[src/rtl/ibuf_rd_sched_if.sv]
// Handshake bundle between the input-buffer read scheduler and its job source / read stage.
// The master modport is the scheduler side; the slave modport is the job source / read-stage side.
interface ibuf_rd_sched_if #(
  parameter int OSRW = 4,
  parameter int JOBW = 16
);
  logic [2:0]      cfg_max_rd_req_size;
  logic [63:0]     job_addr;
  logic [JOBW-1:0] job_qw;
  logic            job_valid;
  logic            job_ack;
  logic            job_done;
  logic [63:0]     hst_addr;
  logic [8:0]      rd_qw;
  logic            rd;
  logic            rd_ack;
  logic [OSRW-1:0] rd_tag;
  logic            tag_done;
  logic [OSRW-1:0] tag_done_id;
  logic [OSRW-1:0] tag_lkp;
  logic [8:0]      tag_lkp_qw;
  logic [OSRW:0]   outstanding;
  logic            err;

  modport master (
    input  cfg_max_rd_req_size, job_addr, job_qw, job_valid,
    input  rd_ack, rd_tag, tag_done, tag_done_id, tag_lkp,
    output job_ack, job_done, hst_addr, rd_qw, rd, tag_lkp_qw, outstanding, err
  );

  modport slave (
    output cfg_max_rd_req_size, job_addr, job_qw, job_valid,
    output rd_ack, rd_tag, tag_done, tag_done_id, tag_lkp,
    input  job_ack, job_done, hst_addr, rd_qw, rd, tag_lkp_qw, outstanding, err
  );
endinterface

[src/rtl/ibuf_rd_sched.sv]
// Splits host jobs into MRRS-sized read chunks and tracks outstanding read tags.
// Define IBUF_RD_4K_SPLIT_EN to also stop each chunk at the next 4KB host boundary.
module ibuf_rd_sched #(
  parameter int OSRW = 4,
  parameter int JOBW = 16
) (
  input  logic           clk,
  input  logic           rst,
  ibuf_rd_sched_if.master bus
);

  localparam int NTAG = 1 << OSRW;
  localparam int CW   = (JOBW > 10) ? JOBW : 10;

  typedef enum logic [2:0] {S_IDLE, S_CALC, S_REQ, S_NEXT, S_DRAIN} state_t;

  state_t          state, state_nxt;
  logic [63:0]     cur_addr;
  logic [JOBW-1:0] remain;
  logic [JOBW-1:0] remain_nxt;
  logic [63:0]     hst_addr_q;
  logic [8:0]      rd_qw_q;
  logic [8:0]      lim_qw;
  logic [8:0]      chunk_qw;
  logic [8:0]      tag_len [NTAG];
  logic [8:0]      tag_lkp_qw_q;
  logic [NTAG-1:0] busy, busy_nxt;
  logic [OSRW:0]   outstanding_q, outstanding_nxt;
  logic            err_q, err_set;
  logic            rd_int, ack_ok, done_ok;
  logic            job_ack_c, job_done_c;

  function automatic logic [8:0] mrrs_qw(input logic [2:0] code);
    case (code)
      3'd0:    return 9'd16;
      3'd1:    return 9'd32;
      3'd2:    return 9'd64;
      3'd3:    return 9'd128;
      default: return 9'd256;
    endcase
  endfunction

  // Saturate the remaining job length against a chunk limit of at most 256 QW.
  function automatic logic [8:0] clamp_qw(input logic [JOBW-1:0] rem, input logic [8:0] lim);
    if (CW'(rem) < CW'(lim)) return rem[8:0];
    else                     return lim;
  endfunction

`ifdef IBUF_RD_4K_SPLIT_EN
  logic [9:0] bound_qw;
  assign bound_qw = 10'd512 - 10'(cur_addr[11:3]);
  assign lim_qw   = (bound_qw < 10'(mrrs_qw(bus.cfg_max_rd_req_size))) ?
                    bound_qw[8:0] : mrrs_qw(bus.cfg_max_rd_req_size);
`else
  assign lim_qw   = mrrs_qw(bus.cfg_max_rd_req_size);
`endif

  assign chunk_qw   = clamp_qw(remain, lim_qw);
  assign remain_nxt = remain - JOBW'(rd_qw_q);

  // The request is withheld whenever every tag is in flight.
  assign rd_int  = (state == S_REQ) && !outstanding_q[OSRW];
  assign ack_ok  = bus.rd_ack && rd_int;
  assign done_ok = bus.tag_done && (outstanding_q != '0);

  always_comb begin
    state_nxt  = state;
    job_ack_c  = 1'b0;
    job_done_c = 1'b0;
    case (state)
      S_IDLE: begin
        if (bus.job_valid) begin
          job_ack_c = 1'b1;
          state_nxt = S_CALC;
        end
      end
      S_CALC:  state_nxt = S_REQ;
      S_REQ:   if (ack_ok) state_nxt = S_NEXT;
      S_NEXT:  state_nxt = (remain_nxt != '0) ? S_CALC : S_DRAIN;
      S_DRAIN: begin
        if (outstanding_q == '0) begin
          job_done_c = 1'b1;
          state_nxt  = S_IDLE;
        end
      end
      default: state_nxt = S_IDLE;
    endcase
  end

  always_comb begin
    outstanding_nxt = outstanding_q;
    if (ack_ok && !done_ok)      outstanding_nxt = outstanding_q + {{OSRW{1'b0}}, 1'b1};
    else if (!ack_ok && done_ok) outstanding_nxt = outstanding_q - {{OSRW{1'b0}}, 1'b1};

    busy_nxt = busy;
    if (bus.tag_done) busy_nxt[bus.tag_done_id] = 1'b0;
    if (ack_ok)       busy_nxt[bus.rd_tag]      = 1'b1;

    err_set = (bus.rd_ack && !rd_int)
           || (ack_ok && busy[bus.rd_tag])
           || (bus.tag_done && !busy[bus.tag_done_id])
           || (bus.tag_done && (outstanding_q == '0));
  end

  always_ff @(posedge clk or posedge rst) begin
    if (rst) state <= S_IDLE;
    else     state <= state_nxt;
  end

  always_ff @(posedge clk or posedge rst) begin
    if (rst) begin
      hst_addr_q    <= '0;
      rd_qw_q       <= '0;
      tag_lkp_qw_q  <= '0;
      outstanding_q <= '0;
      busy          <= '0;
      err_q         <= 1'b0;
    end else begin
      if (state == S_CALC) begin
        hst_addr_q <= cur_addr;
        rd_qw_q    <= chunk_qw;
      end
      tag_lkp_qw_q  <= tag_len[bus.tag_lkp];
      outstanding_q <= outstanding_nxt;
      busy          <= busy_nxt;
      err_q         <= err_q | err_set;
    end
  end

  // Job cursor and tag length table carry no reset; they are rewritten before use.
  always_ff @(posedge clk) begin
    if (state == S_IDLE && bus.job_valid) begin
      cur_addr <= bus.job_addr;
      remain   <= bus.job_qw;
    end else if (state == S_NEXT) begin
      cur_addr <= cur_addr + 64'({rd_qw_q, 3'b000});
      remain   <= remain_nxt;
    end
    if (ack_ok) tag_len[bus.rd_tag] <= rd_qw_q;
  end

  assign bus.job_ack     = job_ack_c && !rst;
  assign bus.job_done    = job_done_c;
  assign bus.hst_addr    = hst_addr_q;
  assign bus.rd_qw       = rd_qw_q;
  assign bus.rd          = rd_int;
  assign bus.tag_lkp_qw  = tag_lkp_qw_q;
  assign bus.outstanding = outstanding_q;
  assign bus.err         = err_q;

endmodule

[src/flat_wrapper.sv]
// flat-port wrapper written by rule: the top's interface ports become plain ports
module ibuf_rd_sched_flat 
#(
  parameter int OSRW = 4,
  parameter int JOBW = 16
)
  (clk, rst, bus_cfg_max_rd_req_size, bus_job_addr, bus_job_qw, bus_job_valid, bus_rd_ack, bus_rd_tag, bus_tag_done, bus_tag_done_id, bus_tag_lkp, bus_job_ack, bus_job_done, bus_hst_addr, bus_rd_qw, bus_rd, bus_tag_lkp_qw, bus_outstanding, bus_err);
  ibuf_rd_sched_if #(.OSRW(OSRW), .JOBW(JOBW)) bus_i ();
  input  logic clk;
  input  logic rst;
  input wire logic [$bits(bus_i.cfg_max_rd_req_size)-1:0] bus_cfg_max_rd_req_size;
  input wire logic [$bits(bus_i.job_addr)-1:0] bus_job_addr;
  input wire logic [$bits(bus_i.job_qw)-1:0] bus_job_qw;
  input wire logic [$bits(bus_i.job_valid)-1:0] bus_job_valid;
  input wire logic [$bits(bus_i.rd_ack)-1:0] bus_rd_ack;
  input wire logic [$bits(bus_i.rd_tag)-1:0] bus_rd_tag;
  input wire logic [$bits(bus_i.tag_done)-1:0] bus_tag_done;
  input wire logic [$bits(bus_i.tag_done_id)-1:0] bus_tag_done_id;
  input wire logic [$bits(bus_i.tag_lkp)-1:0] bus_tag_lkp;
  output wire logic [$bits(bus_i.job_ack)-1:0] bus_job_ack;
  output wire logic [$bits(bus_i.job_done)-1:0] bus_job_done;
  output wire logic [$bits(bus_i.hst_addr)-1:0] bus_hst_addr;
  output wire logic [$bits(bus_i.rd_qw)-1:0] bus_rd_qw;
  output wire logic [$bits(bus_i.rd)-1:0] bus_rd;
  output wire logic [$bits(bus_i.tag_lkp_qw)-1:0] bus_tag_lkp_qw;
  output wire logic [$bits(bus_i.outstanding)-1:0] bus_outstanding;
  output wire logic [$bits(bus_i.err)-1:0] bus_err;
  assign bus_i.cfg_max_rd_req_size = bus_cfg_max_rd_req_size;
  assign bus_i.job_addr = bus_job_addr;
  assign bus_i.job_qw = bus_job_qw;
  assign bus_i.job_valid = bus_job_valid;
  assign bus_i.rd_ack = bus_rd_ack;
  assign bus_i.rd_tag = bus_rd_tag;
  assign bus_i.tag_done = bus_tag_done;
  assign bus_i.tag_done_id = bus_tag_done_id;
  assign bus_i.tag_lkp = bus_tag_lkp;
  assign bus_job_ack = bus_i.job_ack;
  assign bus_job_done = bus_i.job_done;
  assign bus_hst_addr = bus_i.hst_addr;
  assign bus_rd_qw = bus_i.rd_qw;
  assign bus_rd = bus_i.rd;
  assign bus_tag_lkp_qw = bus_i.tag_lkp_qw;
  assign bus_outstanding = bus_i.outstanding;
  assign bus_err = bus_i.err;
  ibuf_rd_sched #(.OSRW(OSRW), .JOBW(JOBW)) u_core (.clk(clk), .rst(rst), .bus(bus_i));
endmodule
[config.mk]
export PLATFORM = sky130hd
export DESIGN_NAME = ibuf_rd_sched_flat
export DESIGN_NICKNAME = d
export VERILOG_FILES = /design/src/rtl/ibuf_rd_sched_if.sv /design/src/rtl/ibuf_rd_sched.sv /design/src/flat_wrapper.sv
export SDC_FILE = /design/constraint.sdc
export NUM_CORES = 1
export LEC_CHECK = 0
export CAP_MARGIN = 10
export CORE_MARGIN = 1.5
export CORE_UTILIZATION = 56
export CTS_CLUSTER_SIZE = 30
export DETAILED_ROUTE_END_ITERATION = 10
export PLACE_DENSITY = 0.87
export REMOVE_ABC_BUFFERS = 1
export SETUP_SLACK_MARGIN = 0.15
export SLEW_MARGIN = 10
export SYNTH_ARGS = -nofsm -noshare
export SYNTH_HDL_FRONTEND = slang
export SYNTH_SLANG_ARGS = --single-unit
[constraint.sdc]
create_clock -name clk -period 5.7 [get_ports clk]
set_clock_uncertainty 0.1 [all_clocks]
set_input_delay 1.14 -clock clk [delete_from_list [all_inputs] [get_ports clk]]
set_output_delay 1.14 -clock clk [all_outputs]
set_load 0.02 [all_outputs]
==> results.py, run 1 <==
metrics = {
    "outcome": {
        "status": "completed",
    },
    "floorplanning": {
        "pin_count": 191,
        "start_util": 0.571,
        "dieWidth_um": 169,
        "coreArea_sq_um": 27000,
        "die_h_um": 169,
        "num_rows": 60,
        "fp.dieArea_sq_um": 28500,
    },
    "worst_setup_path": {
        "r2r_start": "u_core.bus.rd_qw[0]",
        "worst-setup-path-type": "in2out",
        "required_ps": 4460,
        "cp-startpoint": "bus_job_valid",
        "crit_fanout": 5,
        "start_kind": "input pin",
        "cp.arrival_ps": 2780,
        "crit_path_end_kind": "primary output",
    },
    "place": {
        "dp_slack_ps": 1690,
        "gp_congestion": 0.908,
        "dp.cells": 1638,
        "hpwl_um": 24400,
        "io_buffer_count": 190,
    },
    "final_layout": {
        "area.growth.synth_to_final_pct": 21.6,
        "stdcell_count": 1703,
        "fin_nets": 1463,
        "fillCellCount": 1830,
        "drive_above_1_share": 0.158,
    },
    "clock_tree": {
        "clkTransAtPathRegs_ps": 60,
        "cts.path.max_buffers": 3,
        "cts_hold_buf": 0,
        "cts_made_buffers": 35,
        "cts_tree": "built",
        "htree_levels": 2,
        "post_cts_buffers": 0,
        "numClockSinks": 331,
        "cts_resized": 0,
        "cts-root-buf": "clkbuf_16",
        "clk_latency_ps": 520,
    },
    "sta": {
        "max_freq_ghz": 0.249,
        "worst_slack_ps": 1680,
        "period_minus_slack_ps": 4020,
        "worstMarginPinSlew_ps": 1240,
        "slew_headroom": 0.170,
        "final.period_utilization": 0.706,
        "setup_viol": 0,
        "slew_violations": 0,
        "grt_setup_unrepaired": "no",
        "hold_viol": 0,
    },
    "logic_synthesis": {
        "ys_ff_latch": 331,
        "async_flop_share": 0.323,
        "yosysMostFrequentCell": "edfxtp_1",
        "synth_flop_cell": "edfxtp_1",
        "yosys-mux-area-fraction": 0.129,
        "ys_seq_area_frac": 0.611,
        "synth_edf_count": 224,
        "yosys_warnings": 0,
        "synth_top_family_by_area": "multiplexers",
        "synth_compound_area_frac": 0.0657,
        "synth_xor_area_frac": 0.0432,
        "synth_area_leaders": "edfxtp_1 44%, dfrtp_1 17%, mux4_2 8.0%",
        "synthCells": 1143,
        "synthAdderAreaFrac": 0.0250,
        "synth.top_cell.area_share": 0.437,
        "synthSimpleGateAreaFrac": 0.105,
        "syn_area_sq_um": 15400,
        "synth_cell_type_count": 62,
        "synth_commonest_cells": "224 x edfxtp_1, 107 x dfrtp_1, 97 x nand2_1",
        "yosys.area.top_type": "edfxtp_1",
        "avgSynthCellArea_sq_um": 13.5,
    },
    "min_path": {
        "min_from": "u_core.cur_addr[2]",
        "hold_class": "reg2reg",
    },
    "routing": {
        "routed_wl_um": 36100,
        "viasPerCell": 5.99,
        "via_count": 10196,
        "drt-pass1-iter-count": 7,
        "drt-initial-drc-count": 960,
        "post_drt_wl_per_cell_um": 21.2,
        "ant_nets": 0,
        "drcViolationCount": 0,
    },
    "power_and_ir_drop": {
        "swShare": 0.353,
        "leakage_uw": 0.00647,
        "ir_worst_vdd_mv": 0.366,
        "p_sw_uw": 3520,
        "power_frac_seq": 0.420,
        "power_uw": 9980,
        "power.density_nw_per_um2": 533,
        "intPower_uw": 6460,
        "pwr-share-comb": 0.364,
        "pwr-share-clk": 0.215,
    },
    "global_routing": {
        "grt_pass1_wl_um": 57000,
        "antenna_found_initial": 4,
        "grt_usage": 0.259,
        "grt_overflow": 0,
        "grt_max_degree": 78,
        "first_global_vias": 10510,
    },
    "job": {
        "cap_violations": 0,
    },
}
-- through the flow --
| stage | instance area [sq um] | setup TNS [ps] | utilization | hold WS (ps) |
|---|---|---|---|---|
| after floorplan | 15200 | -95010 | - | 354 |
| after global placement | 17600 | 0 | 0.655 | 361 |
| after detailed placement | 17600 | 0 | 0.655 | 368 |
| after CTS | 18700 | 0 | 0.695 | 390 |
| after global routing | 18700 | 0 | 0.694 | 396 |
| final | 18700 | 0 | 0.695 | 385 |
-- final timing paths --
kind,slack (ps),endpoint,depth (start not counted)
max in group asynchronous,3800,u_core.bus.hst_addr[30],3
setup reg to reg,2020,u_core.cur_addr[59],10
hold reg to reg,380,u_core.bus.hst_addr[2],1
setup / recovery,1680,bus_job_ack,5
min in group asynchronous,1120,u_core.bus.hst_addr[52],3
hold / removal,380,u_core.bus.hst_addr[2],1
-- flip-flops by register name (all words and copies together), names as in the netlist --
signal / flops
u_core.busy: 16
u_core.bus.tag_lkp_qw: 9
u_core.tag_len: 144
u_core.bus.hst_addr: 64
u_core.bus.rd_qw: 9
u_core.cur_addr: 64
u_core.remain: 16
u_core.bus.err: 1
u_core.bus.outstanding: 5
u_core.state: 3
-- cells by family (layout without fill, tap and decap cells) --
group / Yosys count / count (layout)
mux: 122 / 122
fa+ha+maj: 29 / 29
xor+xnor: 76 / 76
simple gates: 331 / 331
buf+inv: 82 / 300
other cells: 0 / 1
flops: 331 / 331
compound gates: 172 / 172
-- area by class of cell --
cell class                 instances  area [sq um]  area share
antenna                            1          2.50    0.000134
clock buffer                      48           956      0.0511
clock inverter                    16           121     0.00648
inverter                          33           126     0.00675
multi-input combinational        730          5690       0.304
sequential                       331          9400       0.502
tap                              341           427      0.0228
timing repair buffer             203          1990       0.106
-- worst max-delay path, stage by stage --
cell and delay [ps]:
clkdlybuf4s50_1 470, nor2b_1 310, nand2_2 130, nor2_1 120, clkdlybuf4s50_1 610
-- power by group through the flow --
stage | Sequential, uW | Combinational [uW] | Clock, uW
after global placement | 4170 | 3520 | 0
after floorplan | 4380 | 2140 | 0
after detailed placement | 4220 | 3610 | 0
after global routing | 4280 | 3980 | 2260
final | 4190 | 3640 | 2150
after CTS | 4180 | 3650 | 2170
-- metal layers --
layer  track usage  wire length (um)  up-vias  share of wire
li1              -                 -     4630              -
met2         0.458             18700      405           0.52
met4        0.0648               863        6          0.024
met3        0.0563              2740       77          0.076
met1         0.324             13800     5078           0.38
met5             0                41        -         0.0011
-- cells in the final DEF, fill, tap and decap left out, types with 4 or more instances in the layout --
master	Yosys	routed
o21ai_1	6	6
nand3_1	33	33
nand2_1	97	96
mux4_2	55	55
buf_4	0	13
nor3_1	24	23
edfxtp_1	224	224
inv_1	33	31
xor2_1	27	27
nor4_1	8	8
a31oi_1	4	4
a21oi_1	45	44
clkdlybuf4s50_1	0	188
or3_1	4	4
a21o_1	4	4
clkbuf_16	0	36
and3_1	11	11
nand2b_1	14	14
nor2_1	95	95
mux2_2	66	66
clkinv_2	0	8
or4_1	4	4
o21a_1	7	7
clkbuf_1	38	11
nand4_1	8	8
ha_1	26	26
o21ai_0	81	81
xnor2_1	49	49
dfrtp_1	107	107
nor4_2	4	4
o211ai_1	5	5
Power figures use the tool's default switching activity.
==> run 2, diff against run 1 <==
--- a/config.mk
+++ b/config.mk
@@ -7,10 +7,10 @@
 export LEC_CHECK = 0
 export CAP_MARGIN = 10
 export CORE_MARGIN = 1.5
-export CORE_UTILIZATION = 56
+export CORE_UTILIZATION = 51
 export CTS_CLUSTER_SIZE = 30
 export DETAILED_ROUTE_END_ITERATION = 10
-export PLACE_DENSITY = 0.87
+export PLACE_DENSITY = 0.84
 export REMOVE_ABC_BUFFERS = 1
 export SETUP_SLACK_MARGIN = 0.15
 export SLEW_MARGIN = 10
==> constraint.sdc (replaced) <==
create_clock -name clk -period 3.6 [get_ports clk]
set_clock_uncertainty 0.1 [all_clocks]
set_input_delay 0.72 -clock clk [delete_from_list [all_inputs] [get_ports clk]]
set_output_delay 0.72 -clock clk [all_outputs]
set_load 0.02 [all_outputs]
==> run 2 against run 1 <==
Effect of this change:
- sequential share of layout area decreased by 1.0 points
- wire length decreased by 0.55%
- register-to-register slack worse by 1500 ps
- non-clock buffer count grew 26
- highest routed layer unchanged
==> results.py, run 2 (synthesized netlist as in run 1, its figures left out) <==
metrics = {
    "outcome": {
        "status": "completed",
    },
    "final_layout": {
        "final_area_sq_um": 19100,
        "fin_nets": 1490,
        "area.growth.synth_to_final_pct": 24.1,
        "max_flop_register": "u_core.tag_len",
        "largest_register_ffs": 144,
        "final_common_cell": "edfxtp_1",
        "drive_above_1_share": 0.172,
        "stdcell_count": 1781,
        "final_cell_mix": "224 x edfxtp_1, 189 x clkdlybuf4s50_1, 107 x dfrtp_1, 96 x nand2_1, 95 x nor2_1",
    },
    "worst_setup_path": {
        "crit_path_end_kind": "flip-flop",
        "worst-setup-path-type": "reg2reg",
        "crit_fanout": 3,
        "r2r_start": "u_core.bus.rd_qw[0]",
        "start_kind": "flip-flop",
        "required_ps": 3930,
        "r2r_setup_slack_ps": 470,
        "r2r_end": "u_core.state[2]",
        "rr_worst_depth": 9,
        "cp.arrival_ps": 3460,
    },
    "floorplanning": {
        "coreArea_sq_um": 29600,
        "start_util": 0.519,
        "dieWidth_um": 177,
        "fp.dieArea_sq_um": 31200,
        "pin_count": 191,
        "die_h_um": 177,
        "num_rows": 63,
    },
    "min_path": {
        "min_from": "u_core.cur_addr[2]",
        "hold_class": "reg2reg",
        "holdPathStages": 1,
        "hold_end": "u_core.bus.hst_addr[2]",
    },
    "clock_tree": {
        "cts-root-buf": "clkbuf_16",
        "cts_resized": 0,
        "htree_levels": 2,
        "cts.path.max_buffers": 3,
        "cts_made_buffers": 36,
        "numClockSinks": 331,
        "post_cts_buffers": 0,
        "clk_latency_ps": 530,
        "cts_tree": "built",
        "clkTransAtPathRegs_ps": 60,
        "cts_hold_buf": 0,
    },
    "global_routing": {
        "grt_overflow": 0,
        "grt_pass1_wl_um": 57400,
        "first_global_vias": 10710,
        "grt_max_degree": 78,
        "antenna_found_initial": 4,
        "grt_usage": 0.236,
    },
    "routing": {
        "via_count": 10035,
        "drt-initial-drc-count": 596,
        "ant_nets": 0,
        "routed_wl_um": 35900,
        "post_drt_wl_per_cell_um": 20.2,
        "viasPerCell": 5.63,
        "drcViolationCount": 0,
        "drt-pass1-iter-count": 5,
    },
    "sta": {
        "grt_setup_unrepaired": "no",
        "max_freq_ghz": 0.320,
        "period_minus_slack_ps": 3130,
        "worstMarginPinSlew_ps": 866,
        "final.period_utilization": 0.869,
        "setup_viol": 0,
        "slew_headroom": 0.418,
        "slew_violations": 0,
        "hold_viol": 0,
        "worst_slack_ps": 473,
    },
    "job": {
        "cap_violations": 0,
    },
    "power_and_ir_drop": {
        "ir_worst_vdd_mv": 0.597,
        "power.density_nw_per_um2": 842,
        "leakage_uw": 0.00666,
        "power_uw": 16100,
    },
    "place": {
        "place_area_sq_um": 17900,
        "io_buffer_count": 190,
        "gp_congestion": 0.859,
        "hpwl_um": 24600,
        "dp.cells": 1713,
        "dp_slack_ps": 358,
    },
}
[run 2: cell count changes in the layout (fill, tap and decap cells not counted), sizes merged]
cell	delta
clkdlybuf4s50	+1
inv	+1
diode	+1
clkbuf	+8
buf	+25
bufinv	+1
clkinv	-7
clkinvlp	-1
[run 2: per-stage QoR]
stage | hold slack [ps] | setup TNS [ps] | util
final | 379 | 0 | 0.645
after global placement | 359 | 0 | 0.605
after detailed placement | 368 | 0 | 0.605
after floorplan | 354 | -388160 | -
after global routing | 401 | 0 | 0.645
after CTS | 381 | 0 | 0.645
[run 2: report_power, final]
group | internal, uW | switching (uW) | total [uW]
clock | 2120 | 1480 | 3600
sequential | 5580 | 868 | 6450
combinational | 2770 | 3280 | 6040
[run 2: layout make-up]
class / count / area (sq um)
Fill cell: 2174 / 10500
Sequential cell: 331 / 9400
Multi-Input combinational cell: 730 / 5690
Timing Repair Buffer: 229 / 2240
Clock buffer: 56 / 1030
Tap cell: 390 / 488
Clock inverter: 10 / 134
Inverter: 33 / 126
Antenna cell: 2 / 5.00
[run 2: metal layers]
metal  share of wire  wire length, um  GRT usage
met1            0.38            13800      0.277
met2            0.51            18300      0.416
met3           0.082             2950     0.0743
met4           0.022              803     0.0681
met5         0.00078               28          0
[run 2: critical path: stages, from the launching register on]
cell and delay (ps):
dfrtp_1 410, ha_1 230, fa_1 390, xor2_1 270, o311ai_0 180, nor3_1 270, nand3_1 130, or4_1 500
or4_1 420, o21ai_1 120
[run 2: worst max path at each step]
| stage | startpoint | to | slack, ps |
|---|---|---|---|
| 2_1_floorplan | u_core.state[2] | u_core.bus.hst_addr[0] | -3430 |
| 3_3_place_gp | bus_rd_tag[0] | u_core.bus.err | 400 |
| 3_5_place_dp | bus_rd_tag[0] | u_core.bus.err | 360 |
| 4_1_cts | u_core.state[2] | bus_rd | 530 |
| 5_1_grt | u_core.bus.rd_qw[0] | u_core.state[2] | 360 |
| 6_report | u_core.bus.rd_qw[0] | u_core.state[2] | 470 |
==> edit (flow settings as in run 1) <==
The 5 states of `state_t` get a one-hot encoding in 5 bits.
--- a/src/rtl/ibuf_rd_sched.sv
+++ b/src/rtl/ibuf_rd_sched.sv
@@ -12,7 +12,7 @@
   localparam int NTAG = 1 << OSRW;
   localparam int CW   = (JOBW > 10) ? JOBW : 10;
 
-  typedef enum logic [2:0] {S_IDLE, S_CALC, S_REQ, S_NEXT, S_DRAIN} state_t;
+  typedef enum logic [4:0] {S_IDLE = 5'b00001, S_CALC = 5'b00010, S_REQ = 5'b00100, S_NEXT = 5'b01000, S_DRAIN = 5'b10000} state_t;
 
   state_t          state, state_nxt;
   logic [63:0]     cur_addr;
Check against the original RTL: no difference found for any inputs over 4 cycles, from zero or initial values and one cycle with rst high; so few cycles prove little.
==> edit against run 1 <==
Register-to-register slack improved by 210 ps; worst hold slack lost 28 ps; final area down 0.75%; core utilization down 0.33 points; count of clock-buffer cells in the layout rose by 3; sequential cell count increased by 2; routed wire length is 0.48% lower; worst setup slack got worse by 330 ps; synthesized area is 0.59% lower; critical path depth up 1; via count hardly changed; non-clock buffer count down 4; power is 8.2% lower; critical endpoint unchanged; highest routed layer is now met4.
==> edit: results (changes against run 1) <==
- Status: finished, final reports clean
- The global-route track usage on met1 was 32.4% (about the same).
- The fraction of final layout cells sized beyond drive strength 1 is 12.7% (-3.1 points).
- Total detailed-routing wirelength: 36.0 mm (-0.48%)
- The total global routing track utilization was 25.9% (about the same).
* Critical R2R Capture: u_core.cur_addr[61]
- Cell types with the highest counts after synthesis: sky130_fd_sc_hd__edfxtp_1, sky130_fd_sc_hd__nand2_1, sky130_fd_sc_hd__dfrtp_1
- Pre-CTS setup slack: 1370 ps (-327 ps)
- Sequential element share of the synthesized area: 61.8% (+0.70 points)
- Count of filler cells inserted in the layout: 1,824 (-0.33%)
* Filler-free cell count of the finished design: 1,687 (-0.94%)
- The post-placement cell area came to 17,500 um^2 (-0.69%).
* Count of cell types in the netlist: 59 (-4.8%)
- Hold_sp: u_core.cur_addr[1]
* Post-Route M1 WL: 14.0 mm (+1.7%)
* Tcrit/Tclk final: 76.5% (+5.9 points)
- The final hold slack is 356 ps (-28.5 ps).
- Gate count of the mapped netlist: 1,130 (-1.1%)
- The detailed-routing iteration count for the pre-antenna-repair pass is 5 (-2).
- Dpl cells: 1,621 (-1.0%)
- Crit path largest cell delay: 640 ps (+30 ps)
- Worst hold path endpoint: u_core.bus.hst_addr[1]
- The initial antenna violation count is 1 (-3).
- The DRC marker count from the first detailed-route iteration came to 609 (-37%).
- GR Util met2: 45.4% (-0.35 points)
- Post-DP HPWL: 23.5 mm (-3.9%)
- Weighted congestion at the end of routability-driven global placement: 0.909 (+0.12%)
- The fraction of registers with async set/reset came to 32.7% (+0.41 points).
- Number of nets in the layout: 1,447 (-1.1%)
- Vias per Instance: 6.05 (+0.99%)
- The setup slack of the worst register-to-register path came to 2230 ps (+210 ps).
- The number of global-route vias before repair came to 10.6k (+0.54%).
* Relative max-transition margin: 25.3% (+8.3 points)
* Peak supply drop: 0.000325 V (-11%)
- The static leakage was 6.52 nW (+0.80%).
[edit: report_power, final]
part           internal (W)  switching [W]
registers           0.00338       0.000538
clock network       0.00119       0.000936
logic               0.00142        0.00169
[edit: final cells by class]
cell class | count | area [um^2] | area share, %
sequential | 333 | 9460 | 50.9
multi-input combinational | 725 | 5590 | 30.1
timing repair buffer | 199 | 1960 | 10.6
clock buffer | 51 | 976 | 5.25
tap | 341 | 427 | 2.30
inverter | 24 | 95.1 | 0.512
clock inverter | 13 | 70.1 | 0.377
antenna | 1 | 2.50 | 0.0135
[edit: cells by family (layout without fill, tap and decap cells)]
logic type / after synthesis / after routing / share of synthesized area (%)
flip-flops: 333 / 333 / 61.8
AND/OR/NAND/NOR: 319 / 319 / 9.93
AO/OA/AOI/OAI: 183 / 183 / 6.87
multiplexers: 122 / 122 / 13.0
XOR/XNOR: 72 / 72 / 4.12
buffers and inverters: 72 / 287 / 1.77
adder cells (fa/ha/maj): 29 / 29 / 2.52
other: 0 / 1 / 0
